[config.mk]
export PLATFORM = sky130hd
export DESIGN_NAME = alu_issue_arbiter_flat
export DESIGN_NICKNAME = d
export VERILOG_FILES = /design/src/rtl/alu_pkg.sv /design/src/rtl/alu_issue_arbiter_if.sv /design/src/rtl/rr_arbiter2.sv /design/src/rtl/alu_issue_arbiter.sv /design/src/flat_wrapper.sv
export SDC_FILE = /design/constraint.sdc
export NUM_CORES = 1
export LEC_CHECK = 0
export ABC_AREA = 1
export ABC_CLOCK_PERIOD_IN_PS = 4350
export CAP_MARGIN = 10
export CORE_UTILIZATION = 25
export DETAILED_ROUTE_END_ITERATION = 10
export PLACE_DENSITY_LB_ADDON = 0.1
export SLEW_MARGIN = 10
export SYNTH_ARGS = -nofsm -noshare
export SYNTH_HDL_FRONTEND = slang
export SYNTH_SLANG_ARGS = --single-unit
[constraint.sdc]
create_clock -name clk -period 4.35 [get_ports clk]
set_clock_uncertainty 0.05 [all_clocks]
set_input_delay 0.6525 -clock clk [delete_from_list [all_inputs] [get_ports clk]]
set_output_delay 0.6525 -clock clk [all_outputs]
set_load 0.005 [all_outputs]
[src/rtl/alu_pkg.sv]
// alu_pkg: shared ALU opcodes, flag bit positions and arbiter state encoding
package alu_pkg;

    typedef enum logic [2:0] {
        OP_ADD  = 3'b000,
        OP_SUB  = 3'b001,
        OP_AND  = 3'b010,
        OP_OR   = 3'b011,
        OP_MUL  = 3'b100,
        OP_DIV  = 3'b101,
        OP_NOT  = 3'b110,
        OP_PASS = 3'b111
    } alu_op_e;

    typedef enum logic [1:0] {IDLE, EXEC, RESP} arb_state_t;

    localparam int FLAG_N     = 31;
    localparam int FLAG_Z     = 30;
    localparam int FLAG_INV   = 29;
    localparam int FLAG_V     = 28;
    localparam int FLAG_BC_LO = 16;

    localparam logic [31:0] FLAG_MASK_DEF = 32'hF00F_0000;

    // Number of cycles the ALU inputs must be held for a given opcode
    function automatic int op_latency(alu_op_e op, int mul_lat, int div_lat);
        return op == OP_MUL ? mul_lat : op == OP_DIV ? div_lat : 1;
    endfunction

endpackage

[src/rtl/alu_issue_arbiter_if.sv]
// alu_issue_arbiter_if: request, response and ALU-side signals of the issue arbiter
interface alu_issue_arbiter_if;

    logic [1:0]  req_valid;
    logic [1:0]  req_ready;
    logic [31:0] req_a0;
    logic [31:0] req_b0;
    logic [2:0]  req_op0;
    logic [31:0] req_a1;
    logic [31:0] req_b1;
    logic [2:0]  req_op1;
    logic        rsp_valid;
    logic        rsp_ready;
    logic        rsp_id;
    logic [31:0] rsp_result;
    logic [31:0] rsp_flags;
    logic [31:0] alu_a;
    logic [31:0] alu_b;
    logic [2:0]  alu_op;
    logic [31:0] alu_out;
    logic [31:0] alu_flags;
    logic        busy;

    modport master (
        output req_valid, req_a0, req_b0, req_op0, req_a1, req_b1, req_op1, rsp_ready,
               alu_out, alu_flags,
        input  req_ready, rsp_valid, rsp_id, rsp_result, rsp_flags, alu_a, alu_b, alu_op, busy
    );

    modport slave (
        input  req_valid, req_a0, req_b0, req_op0, req_a1, req_b1, req_op1, rsp_ready,
               alu_out, alu_flags,
        output req_ready, rsp_valid, rsp_id, rsp_result, rsp_flags, alu_a, alu_b, alu_op, busy
    );

endinterface

[src/rtl/rr_arbiter2.sv]
// rr_arbiter2: two-port round-robin grant with pointer advanced on each accepted grant
module rr_arbiter2 (
    input  logic       clk,
    input  logic       rst,
    input  logic [1:0] req,
    input  logic       upd,
    output logic [1:0] gnt,
    output logic       gnt_id
);

    logic ptr;

    assign gnt    = (&req) ? (ptr ? 2'b10 : 2'b01) : req;
    assign gnt_id = gnt[1];

    // Favour the port that was not granted last time
    always_ff @(posedge clk or posedge rst) begin
        if (rst)
            ptr <= 1'b0;
        else if (upd)
            ptr <= ~gnt_id;
    end

endmodule

[src/rtl/alu_issue_arbiter.sv]
// alu_issue_arbiter: shares one combinational ALU between two requesters, one op in flight
module alu_issue_arbiter
    import alu_pkg::*;
#(
    parameter int          MUL_LAT   = 2,
    parameter int          DIV_LAT   = 4,
    parameter logic [31:0] FLAG_MASK = FLAG_MASK_DEF
) (
    input logic                 clk,
    input logic                 rst,
    alu_issue_arbiter_if.slave  bus
);

    localparam int LMAX = MUL_LAT > DIV_LAT ? MUL_LAT : DIV_LAT;
    localparam int CW   = LMAX > 1 ? $clog2(LMAX) : 1;

    arb_state_t    state, state_nxt;
    logic [CW-1:0] cnt;
    logic [31:0]   hold_a, hold_b;
    alu_op_e       hold_op;
    logic          hold_id;
    logic          rsp_id_q;
    logic [31:0]   rsp_result_q, rsp_flags_q;
    logic [1:0]    gnt;
    logic          gnt_id;
    logic          accept;
    logic          done;
    alu_op_e       req_op;

    rr_arbiter2 u_rr (
        .clk    (clk),
        .rst    (rst),
        .req    (bus.req_valid),
        .upd    (accept),
        .gnt    (gnt),
        .gnt_id (gnt_id)
    );

    // The grant doubles as req_ready, so any grant in IDLE is a handshake
    assign accept = state == IDLE && |gnt;
    assign done   = state == EXEC && cnt == '0;
    assign req_op = gnt_id ? alu_op_e'(bus.req_op1) : alu_op_e'(bus.req_op0);

    // ALU sees held operands only during EXEC, otherwise idles in pass-through of zero
    assign bus.alu_a      = state == EXEC ? hold_a : 32'd0;
    assign bus.alu_b      = state == EXEC ? hold_b : 32'd0;
    assign bus.alu_op     = state == EXEC ? hold_op : OP_PASS;
    assign bus.busy       = state != IDLE;
    assign bus.rsp_id     = rsp_id_q;
    assign bus.rsp_result = rsp_result_q;
    assign bus.rsp_flags  = rsp_flags_q;

    // State register
    always_ff @(posedge clk or posedge rst) begin
        if (rst)
            state <= IDLE;
        else
            state <= state_nxt;
    end

    // Next-state and handshake outputs
    always_comb begin
        state_nxt     = state;
        bus.req_ready = 2'b00;
        bus.rsp_valid = 1'b0;
        case (state)
            IDLE: begin
                bus.req_ready = gnt;
                if (|gnt)
                    state_nxt = EXEC;
            end
            EXEC: if (cnt == '0) state_nxt = RESP;
            RESP: begin
                bus.rsp_valid = 1'b1;
                if (bus.rsp_ready)
                    state_nxt = IDLE;
            end
            default: state_nxt = IDLE;
        endcase
    end

    // Operand hold, latency countdown and response capture
    always_ff @(posedge clk or posedge rst) begin
        if (rst) begin
            cnt          <= '0;
            hold_a       <= '0;
            hold_b       <= '0;
            hold_op      <= OP_PASS;
            hold_id      <= 1'b0;
            rsp_id_q     <= 1'b0;
            rsp_result_q <= '0;
            rsp_flags_q  <= '0;
        end else begin
            if (accept) begin
                hold_a  <= gnt_id ? bus.req_a1 : bus.req_a0;
                hold_b  <= gnt_id ? bus.req_b1 : bus.req_b0;
                hold_op <= req_op;
                hold_id <= gnt_id;
                cnt     <= CW'(op_latency(req_op, MUL_LAT, DIV_LAT) - 1);
            end else if (state == EXEC && cnt != '0) begin
                cnt <= cnt - CW'(1);
            end
            if (done) begin
                rsp_id_q     <= hold_id;
                rsp_result_q <= bus.alu_out;
                rsp_flags_q  <= bus.alu_flags & FLAG_MASK;
            end
        end
    end

endmodule

[src/flat_wrapper.sv]
// flat-port wrapper written by rule: the top's interface ports become plain ports
module alu_issue_arbiter_flat import alu_pkg::*;
#(
    parameter int          MUL_LAT   = 2,
    parameter int          DIV_LAT   = 4,
    parameter logic [31:0] FLAG_MASK = FLAG_MASK_DEF
)
  (clk, rst, bus_req_valid, bus_req_a0, bus_req_b0, bus_req_op0, bus_req_a1, bus_req_b1, bus_req_op1, bus_rsp_ready, bus_alu_out, bus_alu_flags, bus_req_ready, bus_rsp_valid, bus_rsp_id, bus_rsp_result, bus_rsp_flags, bus_alu_a, bus_alu_b, bus_alu_op, bus_busy);
  alu_issue_arbiter_if bus_i ();
  input logic clk;
  input logic rst;
  input wire logic [$bits(bus_i.req_valid)-1:0] bus_req_valid;
  input wire logic [$bits(bus_i.req_a0)-1:0] bus_req_a0;
  input wire logic [$bits(bus_i.req_b0)-1:0] bus_req_b0;
  input wire logic [$bits(bus_i.req_op0)-1:0] bus_req_op0;
  input wire logic [$bits(bus_i.req_a1)-1:0] bus_req_a1;
  input wire logic [$bits(bus_i.req_b1)-1:0] bus_req_b1;
  input wire logic [$bits(bus_i.req_op1)-1:0] bus_req_op1;
  input wire logic [$bits(bus_i.rsp_ready)-1:0] bus_rsp_ready;
  input wire logic [$bits(bus_i.alu_out)-1:0] bus_alu_out;
  input wire logic [$bits(bus_i.alu_flags)-1:0] bus_alu_flags;
  output wire logic [$bits(bus_i.req_ready)-1:0] bus_req_ready;
  output wire logic [$bits(bus_i.rsp_valid)-1:0] bus_rsp_valid;
  output wire logic [$bits(bus_i.rsp_id)-1:0] bus_rsp_id;
  output wire logic [$bits(bus_i.rsp_result)-1:0] bus_rsp_result;
  output wire logic [$bits(bus_i.rsp_flags)-1:0] bus_rsp_flags;
  output wire logic [$bits(bus_i.alu_a)-1:0] bus_alu_a;
  output wire logic [$bits(bus_i.alu_b)-1:0] bus_alu_b;
  output wire logic [$bits(bus_i.alu_op)-1:0] bus_alu_op;
  output wire logic [$bits(bus_i.busy)-1:0] bus_busy;
  assign bus_i.req_valid = bus_req_valid;
  assign bus_i.req_a0 = bus_req_a0;
  assign bus_i.req_b0 = bus_req_b0;
  assign bus_i.req_op0 = bus_req_op0;
  assign bus_i.req_a1 = bus_req_a1;
  assign bus_i.req_b1 = bus_req_b1;
  assign bus_i.req_op1 = bus_req_op1;
  assign bus_i.rsp_ready = bus_rsp_ready;
  assign bus_i.alu_out = bus_alu_out;
  assign bus_i.alu_flags = bus_alu_flags;
  assign bus_req_ready = bus_i.req_ready;
  assign bus_rsp_valid = bus_i.rsp_valid;
  assign bus_rsp_id = bus_i.rsp_id;
  assign bus_rsp_result = bus_i.rsp_result;
  assign bus_rsp_flags = bus_i.rsp_flags;
  assign bus_alu_a = bus_i.alu_a;
  assign bus_alu_b = bus_i.alu_b;
  assign bus_alu_op = bus_i.alu_op;
  assign bus_busy = bus_i.busy;
  alu_issue_arbiter #(.MUL_LAT(MUL_LAT), .DIV_LAT(DIV_LAT), .FLAG_MASK(FLAG_MASK)) u_core (.clk(clk), .rst(rst), .bus(bus_i));
endmodule
# == Word level (Yosys, flattened, before mapping) ==
# Index checks and enable logic that the tools add are counted.
# totals
reg_bits,114
in_bits,203
word_cells,49
# op_classes
addsub,2
eq_ne,7
mux,18
n_bitwise,1
reduce_logical,11
# ops
cell,n
$mux W32,4
$mux W2,9
$eq A3 B3 Y1 const B,2
$mux W3,2
$ne A2 B2 Y1 const B,3
$pmux W2 S3,1
$reduce_bool A2 Y1,3
$logic_not A2 Y1,2
$logic_and A1 B1 Y1,3
$reduce_and A3 Y1,1
$eq A2 B1 Y1 const B,1
$eq A2 B2 Y1 const B,1
$mux W1,2
$reduce_and A2 Y1,1
$reduce_or A2 Y1,1
$sub A2 B1 Y2 const B,1
$sub A2 B2 Y2 const B,1
$not A1 Y1,1

# == Logic depth before layout (Yosys ltp) ==
# Gate-level depths: netlist (run 1).
# depth
ltp_word,8
depth_mapped,9
depth_no_buf,8

# == By module ==
# Synthesis (run 1) repeated with hierarchy kept, for this count alone.
# hier_totals
cells_unflattened,676
area_unflattened_um2,5693.0
# by_module_without_submodules
module,instances,cells_per_inst,area_each_um2
alu_issue_arbiter,1,664,5620.4
rr_arbiter2,1,12,72.6

# == Worst setup path after synthesis (run 1) ==
# No wires, ideal clock.
# synth_path
path_type,input to output
from,input bus_req_valid[0]
to,output bus_req_ready[1]
arrival_time_ps,1091
t_required_ps,3648
path_slack_ps,2557
cell_stages,4
path_buffers,1
cell_sequence,nand2_1 nand3_2 inv_2 buf_2
# synth_between
elab_chain_cells,3
# synth_rtl
element,line,rtl
from (decl),flat_wrapper.sv:12,input wire logic [$bits(bus_i.req_valid)-1:0] bus_req_valid;
$reduce_and A2 Y1,rr_arbiter2.sv:13,assign gnt = (&req) ? (ptr ? 2'b10 : 2'b01) : req;
$mux W2,rr_arbiter2.sv:13,
$mux W2,alu_issue_arbiter.sv:66,case (state)
to (decl),flat_wrapper.sv:22,output wire logic [$bits(bus_i.req_ready)-1:0] bus_req_ready;
# Every way passes these cells.

# == Worst setup path in the final report (run 1) ==
# layout_path
from,register u_core.state[0]
to,output bus_alu_a[2]
# layout_between
elab_chain_cells,2
# layout_rtl
element,line,rtl
from (decl),alu_issue_arbiter.sv:17,"arb_state_t state, state_nxt;"
from (signal assigned),alu_issue_arbiter.sv:58,state <= state_nxt;
$eq A2 B1 Y1,alu_issue_arbiter.sv:45,assign bus.alu_a = state == EXEC ? hold_a : 32'd0;
$mux W32,alu_issue_arbiter.sv:45,
to (decl),flat_wrapper.sv:27,output wire logic [$bits(bus_i.alu_a)-1:0] bus_alu_a;
# Every way passes these cells.

==> flow_summary.toml, run 1 <==
[worst_setup_path]
cp.required_ns = 3.65
cp_slowest_cell = "clkdlybuf4s50_1"
r2r_start = "u_core.state[0]"
worstPathCellList = "inv_2 -> nor2_4 -> inv_2 -> buf_12 -> nor2_1 -> clkdlybuf4s50_1"
rrSetupSlack_ns = 2.46
critPathArrivalTime_ns = 2.29
critPathBufInv = 4
critPathMaxStageDelay_ns = 0.49
timing.rr.end = "u_core.cnt[1]"
end_kind = "primary output"
cpMostUsedCell = "inv_2"
crit_family = "buffers and inverters"
reg2reg_depth = 7
worstSetupPathType = "reg2out"
path_max_fanout = 34
start_kind = "flip-flop"

[clock_network]
cts_made_buffers = 17
cts_tree = "built"
cts_num_sinks = 114
clockBufferDepth = 2
cts_resized = 0
clock_latency_ns = 0.40
postCtsHoldBufs = 0
postCtsSetupRepairBufs = 0
path_clk_slew_ns = 0.06
htreeDepth = 4
cts_root_buffer = "clkbuf_16"

[drt]
drtPass1Iterations = 9
routed_wl_mm = 17.73
drt_iter0_drc = 171
ant_nets = 0
drt-vias-per-instance = 4.109
wl_per_cell_microns = 15.14
drc_errors = 19
vias = 4812

[grt]
grt_pass1_vias = 4786
use_met2_pct = 25.70
grt_pass1_wl_mm = 27.77
grt_usage_pct = 15.53
grtUsageMet3_pct = 4.522
grt_overflow_total = 0
grt_max_degree = 65
busiest_layer = "met2"
antenna_found_initial = 0
use_met1_pct = 19.54

[power]
p_leak_nw = 4.046
vdd.ir_drop.worst_mv = 0.2403
p_per_area_mw_per_mm2 = 672.5

[floorplan]
core-area_sq_mm = 0.02203
die_y_microns = 152.5
ios = 339
dieArea_sq_mm = 0.02324
start_util_pct = 25.69
row_count = 54
die_w_microns = 152.5

[cells_and_area]
nets = 1082
fillers = 2191
utilization_pct = 42.00
post-route-cell-area_sq_mm = 0.009251
diodes = 0
drive_above_1_share_pct = 10.77
areaGrowthSynthToFinish_pct = 63.48

[sta]
worst_slew_pin_slew_ns = 0.8239
rsz0062_at_grt = "no"
finalSetupViolCount = 0
period_needed_ns = 2.995
slew_viol_final = 0
fmax_mhz = 333.8
slew_headroom_pct = 45.07
finalSetupTns_ns = 0
finalHoldViolations = 0
final.period_utilization_pct = 68.86

[placement]
place_hpwl_mm = 12.13
io_buffers = 290
gp_congestion = 0.7221
placed_area_sq_mm = 0.008620

[synth]
yosysSeqAreaShare_pct = 50.48
synthTopCellsByArea = "dfrtp_1 49%, mux2_4 9.8%, nand2_1 9.6%"
synth_area_leader_cell = "dfrtp_1"
ys.flop_type = "dfrtp_1"
synth_area_sq_mm = 0.005659
synth_common_cells = "145 x nand2_1, 111 x dfrtp_1, 77 x inv_1, 72 x nor2_1, 64 x o211ai_1"
syn_inst = 596
yosys_warnings = 0
synth-seq-cells = 114
synth-edff-count = 0
synth.top_cell.area_share_pct = 49.08
synthArstFlopShare_pct = 100.0
yosys.cell_types.count = 26
syn_avg_cell_area_sq_um = 9.495
synth.most_common_cell = "nand2_1"

[run_status]
violations = "DRC"
run_status = "finished with violations"

[worst_hold_path]
hold_path_class = "reg2reg"
min_path_cells = 2
hold_end = "u_core.bus.rsp_id"
hold_path.startpoint = "u_core.bus.rsp_id"

[job]
drv_cap = 0
stage by stage:
step                      hold WS (ns)  instances  power (mW)  setup slack (ns)
after global placement          0.4273       1139       4.812             1.594
after global routing            0.4812       1171       6.680             1.138
after detailed placement        0.4305       1139       4.817             1.555
final                           0.4422       1171       6.221             1.355
after floorplan                 0.4204        619       3.410            0.6368
after CTS                       0.4478       1171       6.358             1.277
cells by family (layout without fill, tap and decap cells):
| family | count (synthesis) | in the layout | synth area share [%] |
|---|---|---|---|
| DFF | 114 | 114 | 50.48 |
| and+or+nand+nor | 228 | 228 | 15.83 |
| other | 1 | 24 | 0.06626 |
| buffers and inverters | 139 | 411 | 13.64 |
| AOI/OAI and AO/OA | 73 | 73 | 9.352 |
| adders and majority gates | 1 | 1 | 0.2211 |
| muxes | 40 | 40 | 10.41 |
worst max path at each step:
| stage | slack, ns | cells past startpoint | startpoint | to |
|---|---|---|---|---|
| 2_1_floorplan | 0.64 | 1 | rst | u_core.bus.rsp_flags[16] |
| 3_3_place_gp | 1.59 | 7 | bus_req_valid[1] | u_core.cnt[1] |
| 3_5_place_dp | 1.55 | 7 | bus_req_valid[1] | u_core.cnt[1] |
| 4_1_cts | 1.28 | 6 | u_core.state[0] | bus_alu_a[2] |
| 5_1_grt | 1.14 | 6 | u_core.state[0] | bus_alu_a[2] |
| 6_report | 1.35 | 6 | u_core.state[0] | bus_alu_a[2] |
registers in the layout, indices dropped and copies added, names as in the netlist:
register and flops:
u_core.hold_a 32, u_core.state 2, u_core.hold_op 3, u_core.hold_b 32, u_core.hold_id 1, u_core.bus.rsp_flags 8
u_core.u_rr.ptr 1, u_core.bus.rsp_result 32, u_core.bus.rsp_id 1, u_core.cnt 2
cell usage in the layout (no fill, tap or decap), drive strengths merged:
cell type | Yosys | layout
mux2 | 40 | 40
clkdlybuf4s50 | 0 | 290
clkinv | 0 | 3
clkinvlp | 0 | 4
clkbuf | 1 | 21
nor2 | 74 | 74
or2 | 1 | 1
o31ai | 1 | 1
a31oi | 1 | 1
conb | 1 | 24
ha | 1 | 1
o21ai | 6 | 6
nand3 | 6 | 6
buf | 56 | 7
a21oi | 1 | 1
o211ai | 64 | 64
bufinv | 0 | 3
nand2 | 147 | 147
inv | 82 | 83
dfrtp | 111 | 111
dfstp | 3 | 3
where the power goes:
part,switching [mW],internal [mW],leakage (nW)
clock network,0.520,0.965,0.298
logic,1.27,1.67,2.37
registers,0.197,1.60,1.37
tightest hold or removal path: cells and delay by family, from the launching register on:
family / cells / cell delay (ns)
AO/OA/AOI/OAI: 1 / 0.06
flip-flops: 1 / 0.34
AND/OR/NAND/NOR: 1 / 0.05
layer usage:
metal / up-vias / share of wire (%) / wire length, microns
met5: - / 0 / 0
met4: 0 / 0.81 / 144
met3: 6 / 6.7 / 1191
met2: 158 / 51 / 8991
met1: 2246 / 42 / 7403
li1: 2402 / - / -
layout make-up:
class | instances | area (sq um) | share of cell area (%)
Multi-Input combinational cell | 366 | 2122 | 22.94
Clock buffer | 21 | 480.5 | 5.193
Timing Repair Buffer | 297 | 2980 | 32.22
Clock inverter | 11 | 151.4 | 1.636
Inverter | 82 | 310.3 | 3.354
Sequential cell | 114 | 2856 | 30.88
Tap cell | 280 | 350.3 | 3.787
Note: power is estimated with default switching activity, not from simulation.
==> inputs of run 2 (changes only) <==
ABC_CLOCK_PERIOD_IN_PS = 2800   (was 4350)
clock period = 2.8 ns   (was 4.35 ns; I/O delays follow)
==> run 2 against run 1 <==
Net effect:
- the flow still finishes with violations (DRC)
- final cell count about the same
- combinational power up 56%
- sequential share of layout area unchanged
- hold slack worse by 0.024 ns
- global-route usage up 0.093 points
- first-iteration DRC count up 30%
- routed wire length down 0.49%
- flip-flop and latch count unchanged
- critical path type unchanged
- highest routed layer unchanged
==> flow_summary.toml, run 2 (synthesis gave the netlist of run 1 again) <==
[run_status]
run_status = "finished with violations"
violations = "DRC"

[worst_setup_path]
start_kind = "flip-flop"
crit_start = "u_core.state[1]"
reg2reg_depth = 5
critPathBufInv = 3
critPathMaxStageDelay_ns = 0.55
critPathArrivalTime_ns = 2.15
worstSetupPathType = "reg2out"
timing.rr.end = "u_core.bus.rsp_result[2]"
crit_family = "buffers and inverters"
cp_slowest_cell = "clkdlybuf4s50_1"
rrSetupSlack_ns = 0.92
end_kind = "primary output"
path_max_fanout = 40
r2r_start = "u_core.cnt[0]"
cp.required_ns = 2.33
worstPathCellList = "nor2_4 -> inv_4 -> buf_12 -> nor2_1 -> clkdlybuf4s50_1"
cp_num_cells = 5

[cells_and_area]
nets = 1084
post-route-cell-area_sq_mm = 0.009251
drive_above_1_share_pct = 10.87
mostFrequentLayoutCells = "290 x clkdlybuf4s50_1, 145 x nand2_1, 111 x dfrtp_1"
layout_commonest_cell = "clkdlybuf4s50_1"
areaGrowthSynthToFinish_pct = 63.48
diodes = 0
utilization_pct = 42.00

[power]
intPower_mw = 6.513
clock_power_share_pct = 23.1
p_comb_share_pct = 47.9
power_frac_seq_pct = 29.0
power.switching_mw = 3.093
p_leak_nw = 4.053
total_power_mw = 9.606
p_per_area_mw_per_mm2 = 1038
vdd.ir_drop.worst_mv = 0.5923
switching_share_pct = 32.20

[clock_network]
path_clk_slew_ns = 0.06
postCtsHoldBufs = 0
htreeDepth = 4
postCtsSetupRepairBufs = 0
cts_root_buffer = "clkbuf_16"
cts_num_sinks = 114
cts_tree = "built"
cts_made_buffers = 17
clock_latency_ns = 0.41
cts_resized = 0
clockBufferDepth = 2

[sta]
finalHoldViolations = 0
final_critical_path_setup_slack_ns = 0.1807
slew_viol_final = 0
fmax_mhz = 381.8
worst_slew_pin_slew_ns = 0.7652
finalSetupViolCount = 0
final.period_utilization_pct = 93.55
period_needed_ns = 2.619
finalSetupTns_ns = 0
slew_headroom_pct = 48.98
rsz0062_at_grt = "no"

[drt]
ant_nets = 0
drc_errors = 18
drt_iter0_drc = 223
routed_wl_mm = 17.64
wl_per_cell_microns = 15.05
vias = 4797
drt-vias-per-instance = 4.093
drtPass1Iterations = 8

[grt]
grt_max_degree = 70
use_met1_pct = 18.93
grtUsageMet3_pct = 4.522
use_met2_pct = 26.42
grt_pass1_wl_mm = 28.06
grt_usage_pct = 15.62
grt_pass1_vias = 4993
busiest_layer = "met2"
grt_overflow_total = 0
antenna_found_initial = 0

[floorplan]
start_util_pct = 25.69
core-area_sq_mm = 0.02203
die_w_microns = 152.5
die_y_microns = 152.5
dieArea_sq_mm = 0.02324
row_count = 54
ios = 339

[placement]
place_hpwl_mm = 12.03
io_buffers = 290
placed_area_sq_mm = 0.008648
gp_congestion = 0.7043
pre_cts_ws_ns = 0.4413

[job]
drv_cap = 0

[worst_hold_path]
hold_path_class = "in2async"
[run 2: layout make-up]
type,instances,area (sq um)
fill,2170,12770
timing repair buffer,299,3008
sequential,114,2856
multi-input combinational,366,2122
clock buffer,18,439.2
tap,280,350.3
inverter,82,314.1
clock inverter,13,161.4
[run 2: worst min-delay path: stages]
cell             delay, ns
clkdlybuf4s50_1       0.44
clkinvlp_4            0.10
buf_12                0.34
[run 2: worst max-delay path by stage]
| stage | end |
|---|---|
| 5_1_grt | bus_alu_a[7] |
| 3_3_place_gp | u_core.hold_b[18] |
| 4_1_cts | bus_alu_a[25] |
| 6_report | bus_alu_a[25] |
| 3_5_place_dp | u_core.hold_a[23] |
| 2_1_floorplan | u_core.bus.rsp_flags[16] |
[run 2: power groups by stage]
stage | registers [mW] | clock network (mW) | logic [mW]
after floorplan | 2.80 | 0 | 2.50
after global placement | 2.79 | 0 | 4.70
after detailed placement | 2.80 | 0 | 4.70
after CTS | 2.78 | 2.30 | 4.71
after global routing | 2.87 | 2.38 | 5.07
final | 2.78 | 2.22 | 4.60
[run 2: metrics by stage]
| stage | std cells | hold WS [ns] |
|---|---|---|
| finish | 1172 | 0.4179 |
| global route | 1172 | 0.4610 |
| CTS | 1172 | 0.4319 |
| detailed placement | 1141 | 0.4414 |
| global placement | 1141 | 0.4274 |
| floorplan | 619 | 0.4204 |
[run 2: routing by layer]
metal | part of all wire (%) | wire [microns]
met1 | 43 | 7523
met5 | 0 | 0
met2 | 49 | 8723
met4 | 1.2 | 213
met3 | 6.7 | 1182
==> inputs of run 3 (changes only) <==
CORE_AREA = 2 2 133 135   (was unset)
CORE_UTILIZATION = unset   (was 25)
DIE_AREA = 0 0 135 137   (was unset)
==> run 3 against run 2 <==
Net effect:
- the flow now finishes without violations
- non-clock buffer count decreased by 2
- global-route usage increased by 2.7 points
- final cell count decreased by 4.8%
- largest power group unchanged
- die area decreased by 20%
- total power decreased by 2.9%
- critical path type unchanged
==> flow_summary.toml, run 3 (synthesis gave the netlist of run 1 again) <==
[run_status]
run_status = "finished, final reports clean"

[floorplan]
core-area_sq_mm = 0.01706
die_w_microns = 135
die_y_microns = 137
row_count = 48
ios = 339
start_util_pct = 33.18
dieArea_sq_mm = 0.01850

[clock_network]
clock_latency_ns = 0.42
postCtsHoldBufs = 0
htreeDepth = 4
cts_root_buffer = "clkbuf_16"
clockBufferDepth = 2
path_clk_slew_ns = 0.06
cts_num_sinks = 114
postCtsSetupRepairBufs = 0
cts_resized = 0
cts_made_buffers = 17
cts_tree = "built"

[cells_and_area]
diodes = 0
instances_no_fill = 1116
mostFrequentLayoutCells = "290 x clkdlybuf4s50_1, 145 x nand2_1, 111 x dfrtp_1"
post-route-cell-area_sq_mm = 0.009080
multi_input_area_sq_mm = 0.002122
layout_commonest_cell = "clkdlybuf4s50_1"
utilization_pct = 53.24
nets = 1082
seqCellArea_sq_mm = 0.002856
areaGrowthSynthToFinish_pct = 60.45
fillers = 1560
drive_above_1_share_pct = 10.44

[drt]
vias = 4889
drc_errors = 0
ant_nets = 0
drt-vias-per-instance = 4.381
routed_wl_mm = 17.06
wl_per_cell_microns = 15.29
drtPass1Iterations = 5
drt_iter0_drc = 225

[power]
p_comb_share_pct = 48.7
clock_power_share_pct = 21.2
power.switching_mw = 3.036
power_frac_seq_pct = 30.0
total_power_mw = 9.325
switching_share_pct = 32.56
p_leak_nw = 3.998
intPower_mw = 6.289
p_per_area_mw_per_mm2 = 1027
vdd.ir_drop.worst_mv = 0.5911

[sta]
finalHoldViolations = 0
slew_viol_final = 0
final.period_utilization_pct = 90.99
finalSetupViolCount = 0
finalSetupTns_ns = 0
period_needed_ns = 2.548
worst_slew_pin_slew_ns = 0.7922
fmax_mhz = 392.5
fin_hold_ws_ns = 0.4413
rsz0062_at_grt = "no"
final_critical_path_setup_slack_ns = 0.2522
slew_headroom_pct = 47.18

[grt]
grt_overflow_total = 0
grt_pass1_vias = 4899
grt_max_degree = 115
grt_usage_pct = 18.31
grt_pass1_wl_mm = 25.92
antenna_found_initial = 0

[placement]
dpl.cell_count = 1084
place_hpwl_mm = 11.85
io_buffers = 290
pre_cts_ws_ns = 0.4729
gp_congestion = 0.7696
placed_area_sq_mm = 0.008539

[worst_setup_path]
worstSetupPathType = "reg2out"
start_kind = "flip-flop"
cp.required_ns = 2.33
path_max_fanout = 35
critPathArrivalTime_ns = 2.08
end_kind = "primary output"

[worst_hold_path]
hold_path_class = "reg2reg"

[job]
drv_cap = 0
-- run 3: cell count changes in the layout (fill, tap and decap cells not counted), sizes merged --
cell / delta
clkbuf: +3
clkinvlp: +3
buf: -2
bufinv: -2
clkinv: -2
inv: -1
-- run 3: layer usage --
metal / part of all wire (%) / vias to the layer above / track usage, %
li1: - / 2396 / -
met1: 41 / 2274 / 21.84
met2: 50 / 190 / 31.16
met3: 6.3 / 29 / 4.704
met4: 2.8 / 0 / 8.333
met5: 0 / - / 0
-- run 3: path summary, 6_finish.rpt --
check | start | endpoint | slack, ns | depth (start not counted)
min in group asynchronous | rst | u_core.bus.rsp_result[21] | 0.49 | 3
setup / recovery | u_core.state[0] | bus_alu_b[0] | 0.25 | 6
max in group asynchronous | rst | u_core.hold_a[4] | 1.73 | 3
setup reg to reg | u_core.state[0] | u_core.hold_a[12] | 0.95 | 8
hold / removal | u_core.bus.rsp_id | u_core.bus.rsp_id | 0.44 | 2
hold reg to reg | u_core.bus.rsp_id | u_core.bus.rsp_id | 0.44 | 2
-- run 3: final cells by class --
type                       instances  area share, %
timing repair buffer             297          32.69
sequential                       114          31.46
clock inverter                    11         0.9921
clock buffer                      21          4.961
multi-input combinational        366          23.37
tap                              225          3.100
inverter                          82          3.431
-- run 3: power by group through the flow --
stage / registers, mW / logic [mW] / clock network, mW
floorplan: 2.80 / 2.50 / 0
global placement: 2.80 / 4.56 / 0
global route: 2.90 / 4.99 / 2.12
finish: 2.80 / 4.55 / 1.98
CTS: 2.80 / 4.63 / 2.03
detailed placement: 2.81 / 4.60 / 0
-- run 3: critical path: stages (launching register included) --
cell and delay, ns:
dfrtp_1 0.40, inv_2 0.07, nor2_4 0.17, inv_2 0.06, buf_4 0.26, nor2_1 0.13, clkdlybuf4s50_1 0.55
==> patch (config.mk and constraints of run 1) <==
Re-encode `arb_state_t` (3 states) as one-hot, 3 bits wide.
--- a/src/rtl/alu_pkg.sv
+++ b/src/rtl/alu_pkg.sv
@@ -12,7 +12,7 @@
         OP_PASS = 3'b111
     } alu_op_e;
 
-    typedef enum logic [1:0] {IDLE, EXEC, RESP} arb_state_t;
+    typedef enum logic [2:0] {IDLE = 3'b001, EXEC = 3'b010, RESP = 3'b100} arb_state_t;
 
     localparam int FLAG_N     = 31;
     localparam int FLAG_Z     = 30;
Formal check against the unedited RTL: same outputs for any inputs over 10 cycles, from zero or initial values and one cycle with rst high; not proved beyond that.
==> patch against run 1 <==
The run still ends with DRC left. Area after synthesis down 0.44%. Final area increased by 0.18%. Worst setup slack got worse by 200 ps. First-iteration DRC count rose by 61%. Highest routed layer unchanged. Sequential cell count grew 1. Fmax down 6.2%. Total power decreased by 7.1%. Hold slack worse by 6.6 ps. Wire length rose by 0.12%. Sequential share of layout area rose by 0.23 points. Critical endpoint is now bus_alu_op[0].
==> patch: results (changes against run 1) <==
GLOBAL ROUTE
---------------------------------------------------------------------
Global-route wire length before repair .................      28.1 mm   was 27.8 mm
Gr usage total .........................................        0.156   was 0.155
Largest net degree at the start of global routing ......           69   was 65
Via count of the first global-routing pass .............        5,066   was 4,786

SETUP PATH
---------------------------------------------------------------------
Delay of the slowest cell on the worst path ............       630 ps   was 490 ps
Worst reg-to-reg path cell count .......................            6   was 7
Critical path peak fanout ..............................           68   was 34

POWER
---------------------------------------------------------------------
Logic power comb .......................................      2.48 mW   was 2.94 mW
Max VDD drop ...........................................       283 uV   was 240 uV
Sequential share of power ..............................        0.314   was 0.289
Total net switching power ..............................      1.86 mW   was 1.99 mW

TIMING
---------------------------------------------------------------------
Transition time of the tightest slew-check pin .........       828 ps   was 824 ps

RUN STATUS
---------------------------------------------------------------------
Result of the run ...................................... finished with violations   unchanged
Violations in the final reports ........................          DRC   unchanged

SYNTHESIS
---------------------------------------------------------------------
Mean instance size in the synthesized netlist ..........   9.39 sq um   was 9.50 sq um
Synth area leaders ..................................... sky130_fd_sc_hd__dfrtp_1 (49%), sky130_fd_sc_hd__mux2_4 (9.9%), sky130_fd_sc_hd__nand2_1 (9.7%), sky130_fd_sc_hd__o211ai_1 (8.5%), sky130_fd_sc_hd__inv_1 (5.3%)   was sky130_fd_sc_hd__dfrtp_1 (49%), sky130_fd_sc_hd__mux2_4 (9.8%), sky130_fd_sc_hd__nand2_1 (9.6%), sky130_fd_sc_hd__o211ai_1 (8.5%), sky130_fd_sc_hd__inv_1 (5.1%)
Sequential share of the synthesized area ...............        0.512   was 0.505

DRT
---------------------------------------------------------------------
Residual DRC ...........................................           32   was 19
First-pass iteration count of the detailed router ......            7   was 9
DRT iter0 DRCs .........................................          276   was 171
Average detailed-routed wire length per instance ....... 15.1 microns   about the same

PLACE
---------------------------------------------------------------------
Post-DP HPWL ...........................................      12.0 mm   was 12.1 mm
RD Place Congestion ....................................        0.715   was 0.722
Instance count after placement with tap cells included .        1,144   was 1,139
Pre-CTS setup slack ....................................      1550 ps   about the same

[patch: cell types whose count changed after synthesis, sizes merged, moves of 2 or more]
cell,before,now
a21oi,1,3
inv,82,85
clkbuf,1,4
buf,56,52
nor2,74,67
nor3,0,2
o21ai,6,9
[patch: routing by layer]
layer | wire, microns | GRT usage | vias to the layer above
met4 | 284 | 0.0564 | 0
met5 | 0 | 0 | -
li1 | - | - | 2411
met1 | 7660 | 0.188 | 2224
met3 | 975 | 0.0305 | 16
met2 | 8830 | 0.276 | 162
[patch: kinds of logic (layout without fill, tap and decap cells)]
| group | count (synthesis) | in the layout | share of synthesized area |
|---|---|---|---|
| buf+inv | 141 | 414 | 0.126 |
| other cells | 1 | 24 | 0.000666 |
| mux | 40 | 40 | 0.105 |
| fa+ha+maj | 1 | 1 | 0.00222 |
| compound gates | 77 | 77 | 0.0973 |
| flops | 115 | 115 | 0.512 |
| simple gates | 225 | 225 | 0.157 |
[patch: layout make-up]
type	instances	area, sq um
timing repair buffer	297	2970
tap	280	350
clock inverter	15	193
sequential	115	2880
multi-input combinational	367	2130
clock buffer	17	425
fill	2237	12700
inverter	85	322
[patch: final timing paths]
kind	start	to	slack [ps]
setup / recovery	u_core.state[0]	bus_alu_op[0]	1160
hold / removal	u_core.bus.rsp_id	u_core.bus.rsp_id	440
setup reg to reg	u_core.state[0]	u_core.bus.rsp_flags[16]	1700
hold reg to reg	u_core.bus.rsp_id	u_core.bus.rsp_id	440
max in group asynchronous	rst	u_core.hold_op[0]	2730
min in group asynchronous	rst	u_core.bus.rsp_result[7]	650
[patch: worst min-delay path: cells and delay by family, from the launching register on]
kind             cells  cell delay (ps)
AND/OR/NAND/NOR      1               50
flip-flops           1              340
AO/OA/AOI/OAI        1               60
